==> config.mk <==
export PLATFORM = sky130hd
export DESIGN_NAME = flash_writer
export DESIGN_NICKNAME = d
export VERILOG_FILES = /design/src/rtl/flash_writer.sv
export SDC_FILE = /design/constraint.sdc
export NUM_CORES = 1
export LEC_CHECK = 0
export CAP_MARGIN = 20
export CORE_ASPECT_RATIO = 1.25
export CORE_MARGIN = 2
export CORE_UTILIZATION = 30
export DETAILED_ROUTE_END_ITERATION = 8
export PLACE_DENSITY = 0.48
export RECOVER_POWER = 50
export SLEW_MARGIN = 20
export SYNTH_ARGS = -nofsm -noshare
export SYNTH_HDL_FRONTEND = slang
export SYNTH_SLANG_ARGS = --single-unit
export TNS_END_PERCENT = 100
==> constraint.sdc <==
create_clock -name clock -period 3.1 [get_ports clock]
set_input_delay 0.465 -clock clock [delete_from_list [all_inputs] [get_ports clock]]
set_output_delay 0.465 -clock clock [all_outputs]
set_load 0.05 [all_outputs]
==> src/rtl/flash_writer.sv <==
// SPI flash page programmer: masters the RAM bus, reads a block and writes it to flash
// page by page using WREN / Page Program / Read Status polling.
module flash_writer #(
  parameter int RAM_AW     = 19,
  parameter int PAGE_BYTES = 256,
  parameter int POLL_LIMIT = 65535
) (
  input  logic              clock,
  input  logic              reset,
  input  logic              start,
  input  logic [RAM_AW-1:0] ram_base,
  input  logic [23:0]       flash_base,
  input  logic [15:0]       length,
  output logic              busy,
  output logic              done,
  output logic              error,
  output logic              bus_req,
  output logic [RAM_AW-1:0] address,
  output logic              rw,
  input  logic [7:0]        data,
  output logic              flash_cs_n,
  output logic              flash_sck,
  output logic              flash_si,
  input  logic              flash_so
);

  localparam int PW  = $clog2(PAGE_BYTES);
  localparam int PCW = $clog2(POLL_LIMIT + 1);

  typedef enum logic [2:0] {
    S_IDLE, S_WREN, S_GAP, S_HDR, S_FETCH, S_SHIFT, S_POLL, S_DONE
  } state_t;

  state_t state, state_nxt, gap_tgt, gap_tgt_nxt;

  logic              phase;
  logic [2:0]        bit_cnt;
  logic [1:0]        hdr_idx;
  logic              sub_cnt;
  logic              poll_rd;
  logic [PCW-1:0]    poll_cnt;
  logic [RAM_AW-1:0] ram_ptr;
  logic [23:0]       flash_addr;
  logic [15:0]       remaining;
  logic [7:0]        data_q;
  logic [7:0]        tx_byte;
  logic [23:0]       flash_addr_inc;
  logic              shifting, byte_end, last_byte, poll_timeout;

  assign shifting       = state inside {S_WREN, S_HDR, S_SHIFT, S_POLL};
  assign byte_end       = shifting && phase && (bit_cnt == 3'd7);
  assign flash_addr_inc = flash_addr + 24'd1;
  assign last_byte      = (remaining == 16'd1) || (flash_addr_inc[PW-1:0] == '0);
  assign poll_timeout   = (poll_cnt == PCW'(POLL_LIMIT - 1));

  always_ff @(posedge clock) begin
    if (reset) begin
      state   <= S_IDLE;
      gap_tgt <= S_WREN;
    end else begin
      state   <= state_nxt;
      gap_tgt <= gap_tgt_nxt;
    end
  end

  always_comb begin
    state_nxt   = state;
    gap_tgt_nxt = gap_tgt;
    case (state)
      S_IDLE:  if (start) state_nxt = (length == 16'd0) ? S_DONE : S_WREN;
      S_WREN:  if (byte_end) begin
                 state_nxt   = S_GAP;
                 gap_tgt_nxt = S_HDR;
               end
      S_GAP:   if (sub_cnt) state_nxt = gap_tgt;
      S_HDR:   if (byte_end && hdr_idx == 2'd3) state_nxt = S_FETCH;
      S_FETCH: if (sub_cnt) state_nxt = S_SHIFT;
      S_SHIFT: if (byte_end) begin
                 if (last_byte) begin
                   state_nxt   = S_GAP;
                   gap_tgt_nxt = S_POLL;
                 end else begin
                   state_nxt = S_FETCH;
                 end
               end
      // status bit0 is the last bit on the wire, so flash_so at byte_end is WIP
      S_POLL:  if (byte_end && poll_rd) begin
                 if (!flash_so) begin
                   if (remaining == 16'd0) state_nxt = S_DONE;
                   else begin
                     state_nxt   = S_GAP;
                     gap_tgt_nxt = S_WREN;
                   end
                 end else if (poll_timeout) begin
                   state_nxt = S_DONE;
                 end
               end
      S_DONE:  state_nxt = S_IDLE;
      default: state_nxt = S_IDLE;
    endcase
  end

  // Per-state counters restart whenever the state changes.
  always_ff @(posedge clock) begin
    if (reset) begin
      phase      <= 1'b0;
      bit_cnt    <= 3'd0;
      hdr_idx    <= 2'd0;
      sub_cnt    <= 1'b0;
      poll_rd    <= 1'b0;
      poll_cnt   <= '0;
      ram_ptr    <= '0;
      flash_addr <= 24'd0;
      remaining  <= 16'd0;
      data_q     <= 8'd0;
      error      <= 1'b0;
    end else begin
      if (state != state_nxt) begin
        phase    <= 1'b0;
        bit_cnt  <= 3'd0;
        hdr_idx  <= 2'd0;
        sub_cnt  <= 1'b0;
        poll_rd  <= 1'b0;
        poll_cnt <= '0;
      end else begin
        sub_cnt <= ~sub_cnt;
        if (shifting) begin
          phase <= ~phase;
          if (phase) bit_cnt <= bit_cnt + 3'd1;
        end
        if (byte_end) begin
          hdr_idx <= hdr_idx + 2'd1;
          poll_rd <= 1'b1;
          if (poll_rd) poll_cnt <= poll_cnt + PCW'(1);
        end
      end
      if (state == S_IDLE && start) begin
        ram_ptr    <= ram_base;
        flash_addr <= flash_base;
        remaining  <= length;
        error      <= 1'b0;
      end
      if (state == S_FETCH && sub_cnt) data_q <= data;
      if (state == S_SHIFT && byte_end) begin
        ram_ptr    <= ram_ptr + RAM_AW'(1);
        flash_addr <= flash_addr_inc;
        remaining  <= remaining - 16'd1;
      end
      if (state == S_POLL && byte_end && poll_rd && flash_so && poll_timeout) error <= 1'b1;
    end
  end

  always_comb begin
    busy       = !(state inside {S_IDLE, S_DONE});
    bus_req    = busy;
    done       = (state == S_DONE);
    rw         = 1'b1;
    address    = bus_req ? ram_ptr : '0;
    flash_cs_n = !(shifting || state == S_FETCH);
    flash_sck  = shifting && phase;
    tx_byte    = 8'h00;
    case (state)
      S_WREN:  tx_byte = 8'h06;
      S_HDR:   case (hdr_idx)
                 2'd0:    tx_byte = 8'h02;
                 2'd1:    tx_byte = flash_addr[23:16];
                 2'd2:    tx_byte = flash_addr[15:8];
                 default: tx_byte = flash_addr[7:0];
               endcase
      S_SHIFT: tx_byte = data_q;
      S_POLL:  tx_byte = poll_rd ? 8'h00 : 8'h05;
      default: tx_byte = 8'h00;
    endcase
    flash_si = shifting && tx_byte[~bit_cnt];
  end

endmodule

Word-level counts from Yosys, hierarchy flattened
Index checks and enable logic that the tools add are counted.
{ "totals": {"register_bits": 98, "latchBits": 0, "ram_bits": 0, "rom_bits": 0, "inputBits": 71, "wordCells": 107, "mem_count": 0} }
{ "op_classes": {"addsub": 6, "n_mul": 0, "div_mod_pow": 0, "magnitude_cmp": 1, "n_eq_ne": 20, "shifts": 0, "n_mux": 34, "bitwise": 3, "reduce_logical": 30} }
{ "ops": {"columns": ["cell", "n"], "rows": [
  ["19-bit 2-to-1 mux", 3],
  ["3-bit 2-to-1 mux", 19],
  ["24-bit 2-to-1 mux", 2],
  ["16-bit logical NOT", 2],
  ["16-bit 2-to-1 mux", 2],
  ["8-bit one-hot mux with 4 select lines", 1],
  ["24-bit by 1-bit adder with 24-bit output (second input constant)", 1],
  ["3-bit one-hot mux with 8 select lines", 1],
  ["8-bit one-hot mux with 3 select lines", 1],
  ["19-bit by 1-bit adder with 19-bit output (second input constant)", 1],
  ["16-bit by 1-bit adder with 16-bit output (second input constant)", 1],
  ["16-bit by 1-bit == test with 1-bit output (second input constant)", 1],
  ["16-bit == test (second input constant)", 1],
  ["16-bit by 1-bit subtractor with 16-bit output (second input constant)", 1],
  ["3-bit == test (second input constant)", 5],
  ["1-bit logical AND", 12],
  ["2-bit != test (second input constant)", 5],
  ["3-bit one-hot mux with 3 select lines", 1],
  ["8-bit logical NOT", 1],
  ["7-bit AND reduction", 1],
  ["3-bit by 2-bit == test with 1-bit output (second input constant)", 2],
  ["2-bit nonzero test", 3],
  ["2-bit == test (second input constant)", 2],
  ["3-bit by 4-bit < comparator with 1-bit output (second input constant)", 1],
  ["other kinds (18)", 24]
]} }

Longest topological paths before layout
{ "logic_depth": {"ltp_word": 9, "mapped_depth": 11, "ltp_nobuf": 8} }

Worst setup path after synthesis
Ideal clock, no wire load.
{ "synth_path": {"path_kind": "register -> output", "from": "register state[1]", "to": "output address[10]", "arrival_ps": 2528, "required_time_ps": 2635, "path_slack_ps": 107, "path_stages_with_launch": 7, "path_buffers": 3, "path_cell_list": "dfxtp_1 -> clkbuf_1 -> clkbuf_1 -> and3_1 -> nor2_1 -> clkbuf_1 -> and2_1"} }
{ "synth_via": {"elab_chain_len": 3, "word_cells_on_any_way": 4, "cone_classes": "1 x eq/ne; 1 x mux; 2 x reduce/logical"} }
{ "synth_rtl": {"columns": ["element", "line", "source"], "rows": [
  ["start: declaration", "34", "state_t state, state_nxt, gap_tgt, gap_tgt_nxt;"],
  ["start signal: assignment", "61", "state <= state_nxt;"],
  ["3-bit == test", null, null],
  ["named net done", "15", "output logic done,"],
  ["2-bit nonzero test", "154", "busy = !(state inside {S_IDLE, S_DONE});"],
  ["19-bit 2-to-1 mux", "158", "address = bus_req ? ram_ptr : '0;"],
  ["end: declaration", "18", "output logic [RAM_AW-1:0] address,"]
]} }
The timed path passes the listed nets, and every way through them passes these cells.

Worst setup path after layout
{ "layout_path": {"from": "register hdr_idx[1]", "to": "output flash_si"} }
{ "layout_via": {"elab_chain_len": 6, "word_cells_on_any_way": 8, "cone_classes": "2 x eq/ne; 4 x mux; 2 x reduce/logical"} }
{ "layout_rtl": {"columns": ["element", "line", "source"], "rows": [
  ["start: declaration", "38", "logic [1:0] hdr_idx;"],
  ["start signal: assignment", "132", "hdr_idx <= hdr_idx + 2'd1;"],
  ["2-bit == test, or another cell as far along", "164", "S_HDR: case (hdr_idx)"],
  ["8-bit one-hot mux with 3 select lines (*)", "164", null],
  ["8-bit one-hot mux with 4 select lines (*)", "162", "case (state)"],
  ["1-bit binary-select mux with 3-bit select (*)", "174", "flash_si = shifting && tx_byte[~bit_cnt];"],
  ["1-bit 2-to-1 mux (implied by the code) (*)", "174", null],
  ["1-bit logical AND (*)", "174", null],
  ["end: declaration", "23", "output logic flash_si,"]
]} }
Every way passes the cells marked *; elsewhere a longest branch is shown, timed or not. The select of a mux whose other input is x is not followed.

==> results.sh <==
export IMPL_synth_edf_count=0
export IMPL_synth_area_per_cell_um2=7.95
export IMPL_power_density_nw_per_um2=442
export IMPL_start_util_pct=30.7
export IMPL_grt_pass1_vias=5651
export IMPL_slowest_stage="mux4_2"
export IMPL_antenna_left=0
export IMPL_leakagePower_nw=2.59
export IMPL_finalClockSkew_ns=0.0126
export IMPL_crit_required_ns=2.63
export IMPL_path_delay_family="compound AO/OA/AOI/OAI gates"
export IMPL_grt_max_degree=58
export IMPL_tightest_slew_ns=0.897
export IMPL_synth_fp_nets=809
export IMPL_clk_pin_slew_ns=0.07
export IMPL_fp_dieW_um=128
export IMPL_peakVddDrop_mv=0.281
export IMPL_postCtsHoldBufs=0
export IMPL_cts_setup_buffers=0
export IMPL_cts_sinks=98
export IMPL_grt_pass1_wl_um=29300
export IMPL_drive_gt1_share_pct=9.95
export IMPL_die_h_um=159
export IMPL_max_cap_viol_count=0
export IMPL_nFillCells=1990
export IMPL_dr_pass1_iters=4
export IMPL_critPathMaxFanout=8
export IMPL_grt_use_total_pct=18.0
export IMPL_clockBufferDepth=2
export IMPL_fin_crit_sh_pct=94.8
export IMPL_drt_wirelength_per_cell_um=17.5
export IMPL_finalSetupViolations=0
export IMPL_crit_chain="inv_1 -> ha_2 -> a22o_1 -> mux4_2 -> a221o_1 -> nand3_1 -> a22oi_1 -> buf_4"
export IMPL_critPathMaxStageDelay_ns=0.48
export IMPL_remaining_drc_errors=0
export IMPL_setup_tns_ns=0
export IMPL_yosys_cell_types_count=67
export IMPL_synth_main_ff_cell="dfxtp_1"
export IMPL_syn_inst=724
export IMPL_critical_path_class="reg2out"
export IMPL_htree_levels=3
export IMPL_synth_async_reset_ratio_pct=0
export IMPL_slew_viol_final=0
export IMPL_ios=98
export IMPL_port_buffers=96
export IMPL_fin_nets=884
export IMPL_worstSetupStartpointType="flop"
export IMPL_fmax_ghz=0.340
export IMPL_dpl_hpwl_um=13300
export IMPL_grt_antenna_before_repair=0
export IMPL_switchingPower_w=0.000892
export IMPL_cts_root_buffer="clkbuf_16"
export IMPL_seqPwrFrac_pct=44.7
export IMPL_ctsResizeCount=0
export IMPL_via_count=5717
export IMPL_rsz0062_at_grt="false"
export IMPL_hold_path_class="reg2reg"
export IMPL_worst_setup_path_end_kind="primary output"
export IMPL_wl_um=18200
export IMPL_relSlewSlack_pct=40.2
export IMPL_syn_area_um2=5760
export IMPL_cts_tree="yes"
export IMPL_num_antenna_cells=0
export IMPL_globalplace_congestion=0.868
export IMPL_coreArea_um2=18800
export IMPL_viasPerCell=5.52
export IMPL_overflow=0
export IMPL_rows=56
export IMPL_period_needed_ns=2.94
export IMPL_insertion_delay_ns=0.36
export IMPL_switching_share_pct=28.1
export IMPL_clock_power_share_pct=39.3
export IMPL_yosysWarningCount=0
export IMPL_path_buf_inv=2
export IMPL_first_iter_violations=345
export IMPL_p_int_w=0.00228
export IMPL_cts_buffers=9
export IMPL_status="finished clean"
export IMPL_synth_seq_area_share_pct=34.1
export IMPL_post_route_util_pct=38.2
export IMPL_dieArea_um2=20300
export IMPL_areaGrowthSynthToFinish_pct=24.6
export IMPL_arrival_ns=2.47
export IMPL_hold_viol=0
export IMPL_synth_seq_cells=98
export IMPL_combinationalPowerShare_pct=16.0
cell families (layout without fill, tap and decap cells):
logic type	count (synthesis)	after routing	synth area share, %
compound gates	179	179	21.1
xor+xnor	17	17	2.59
fa+ha+maj	14	14	3.04
buf+inv	68	148	4.89
flops	98	98	34.1
mux	18	18	3.63
other cells	1	1	0.0652
simple gates	329	329	30.6
synth_stat cells (5+ instances only):
cell      number  area, µm²
nand3_1       30        150
xor2_1         9       78.8
dfxtp_1       98       1960
clkbuf_1      38        143
buf_1          6       22.5
nand4_1       22        138
inv_1         17       63.8
mux2i_1       13        130
a31oi_1       18        113
and2_1        22        138
a221oi_1       9       78.8
o211ai_1      11       82.6
nand2_1       66        248
nor3_1        25        125
a21oi_1       51        255
ha_1          14        175
a211oi_1       5       37.5
xnor2_1        8       70.1
o21ai_0       28        140
nor2_1        71        267
a22oi_1        7       52.6
nor4_1        16        100
nor3_2        19        190
and3_1        24        150
state kept, by name, summed over array words and instances (netlist names), 3 cells and up:
signal,count
state,3
bit_cnt,3
remaining,16
flash_addr,24
gap_tgt,3
poll_cnt,16
data_q,8
ram_ptr,19
per-stage QoR:
step / instance area (µm²) / setup slack, ns / power (W) / hold WS (ns) / instances
2_1_floorplan: 5760 / 0.107 / 0.00173 / 0.438 / 724
3_3_place_gp: 6930 / 0.492 / 0.00196 / 0.452 / 1020
3_5_place_dp: 6930 / 0.440 / 0.00197 / 0.457 / 1020
4_1_cts: 7260 / 0.0544 / 0.00323 / 0.467 / 1036
5_1_grt: 7170 / 0.0503 / 0.00332 / 0.504 / 1036
6_report: 7170 / 0.162 / 0.00317 / 0.469 / 1036
tightest hold or removal path, delay by kind of cell (launching register included):
kind             cells  cell delay (ns)
flip-flops           1             0.31
AND/OR/NAND/NOR      1             0.06
AO/OA/AOI/OAI        1             0.05
per-layer routing:
metal  up-vias  GRT usage, %  share of wire (%)
met1      2711          22.8                 45
met4         0          7.29                2.2
li1       2839             -                  -
met5         -             0                  0
met2       143          30.1                 49
met3        24          2.96                4.6
layout make-up:
cell class	count	area, µm²	share of cell area, %
multi-input combinational	558	3480	48.6
sequential	98	1960	27.4
timing repair buffer	115	1040	14.6
tap	232	290	4.05
clock buffer	11	243	3.39
clock inverter	5	85.1	1.19
inverter	17	63.8	0.890
cells in the final DEF (no fill, tap or decap), types with 20 or more instances in the layout:
| cell | instances |
|---|---|
| clkdlybuf4s50_1 | 72 |
| nor3_1 | 33 |
| nor2_1 | 69 |
| nand2_1 | 66 |
| buf_4 | 31 |
| o21ai_0 | 28 |
| a21oi_1 | 51 |
| nand3_1 | 30 |
| and3_1 | 24 |
| dfxtp_1 | 98 |
| nand4_1 | 22 |
| and2_1 | 20 |
worst paths after layout:
check                                   from                          to  slack, ns  cells after the start
hold reg to reg   remaining[12]$_SDFFE_PP0P_  remaining[12]$_SDFFE_PP0P_       0.47                      2
setup reg to reg   remaining[9]$_SDFFE_PP0P_     bit_cnt[2]$_SDFFE_PP0P_       0.36                      7
hold / removal    remaining[12]$_SDFFE_PP0P_  remaining[12]$_SDFFE_PP0P_       0.47                      2
setup / recovery     hdr_idx[1]$_SDFFE_PP0P_                    flash_si       0.16                      8
power groups by stage:
stage / sequential (W) / clock (W) / combinational [W]
floorplan: 0.00140 / 0 / 0.000330
global placement: 0.00144 / 0 / 0.000521
detailed placement: 0.00144 / 0 / 0.000523
CTS: 0.00141 / 0.00129 / 0.000526
global route: 0.00143 / 0.00133 / 0.000558
finish: 0.00142 / 0.00125 / 0.000509
Note: power is estimated with default switching activity, not from simulation.
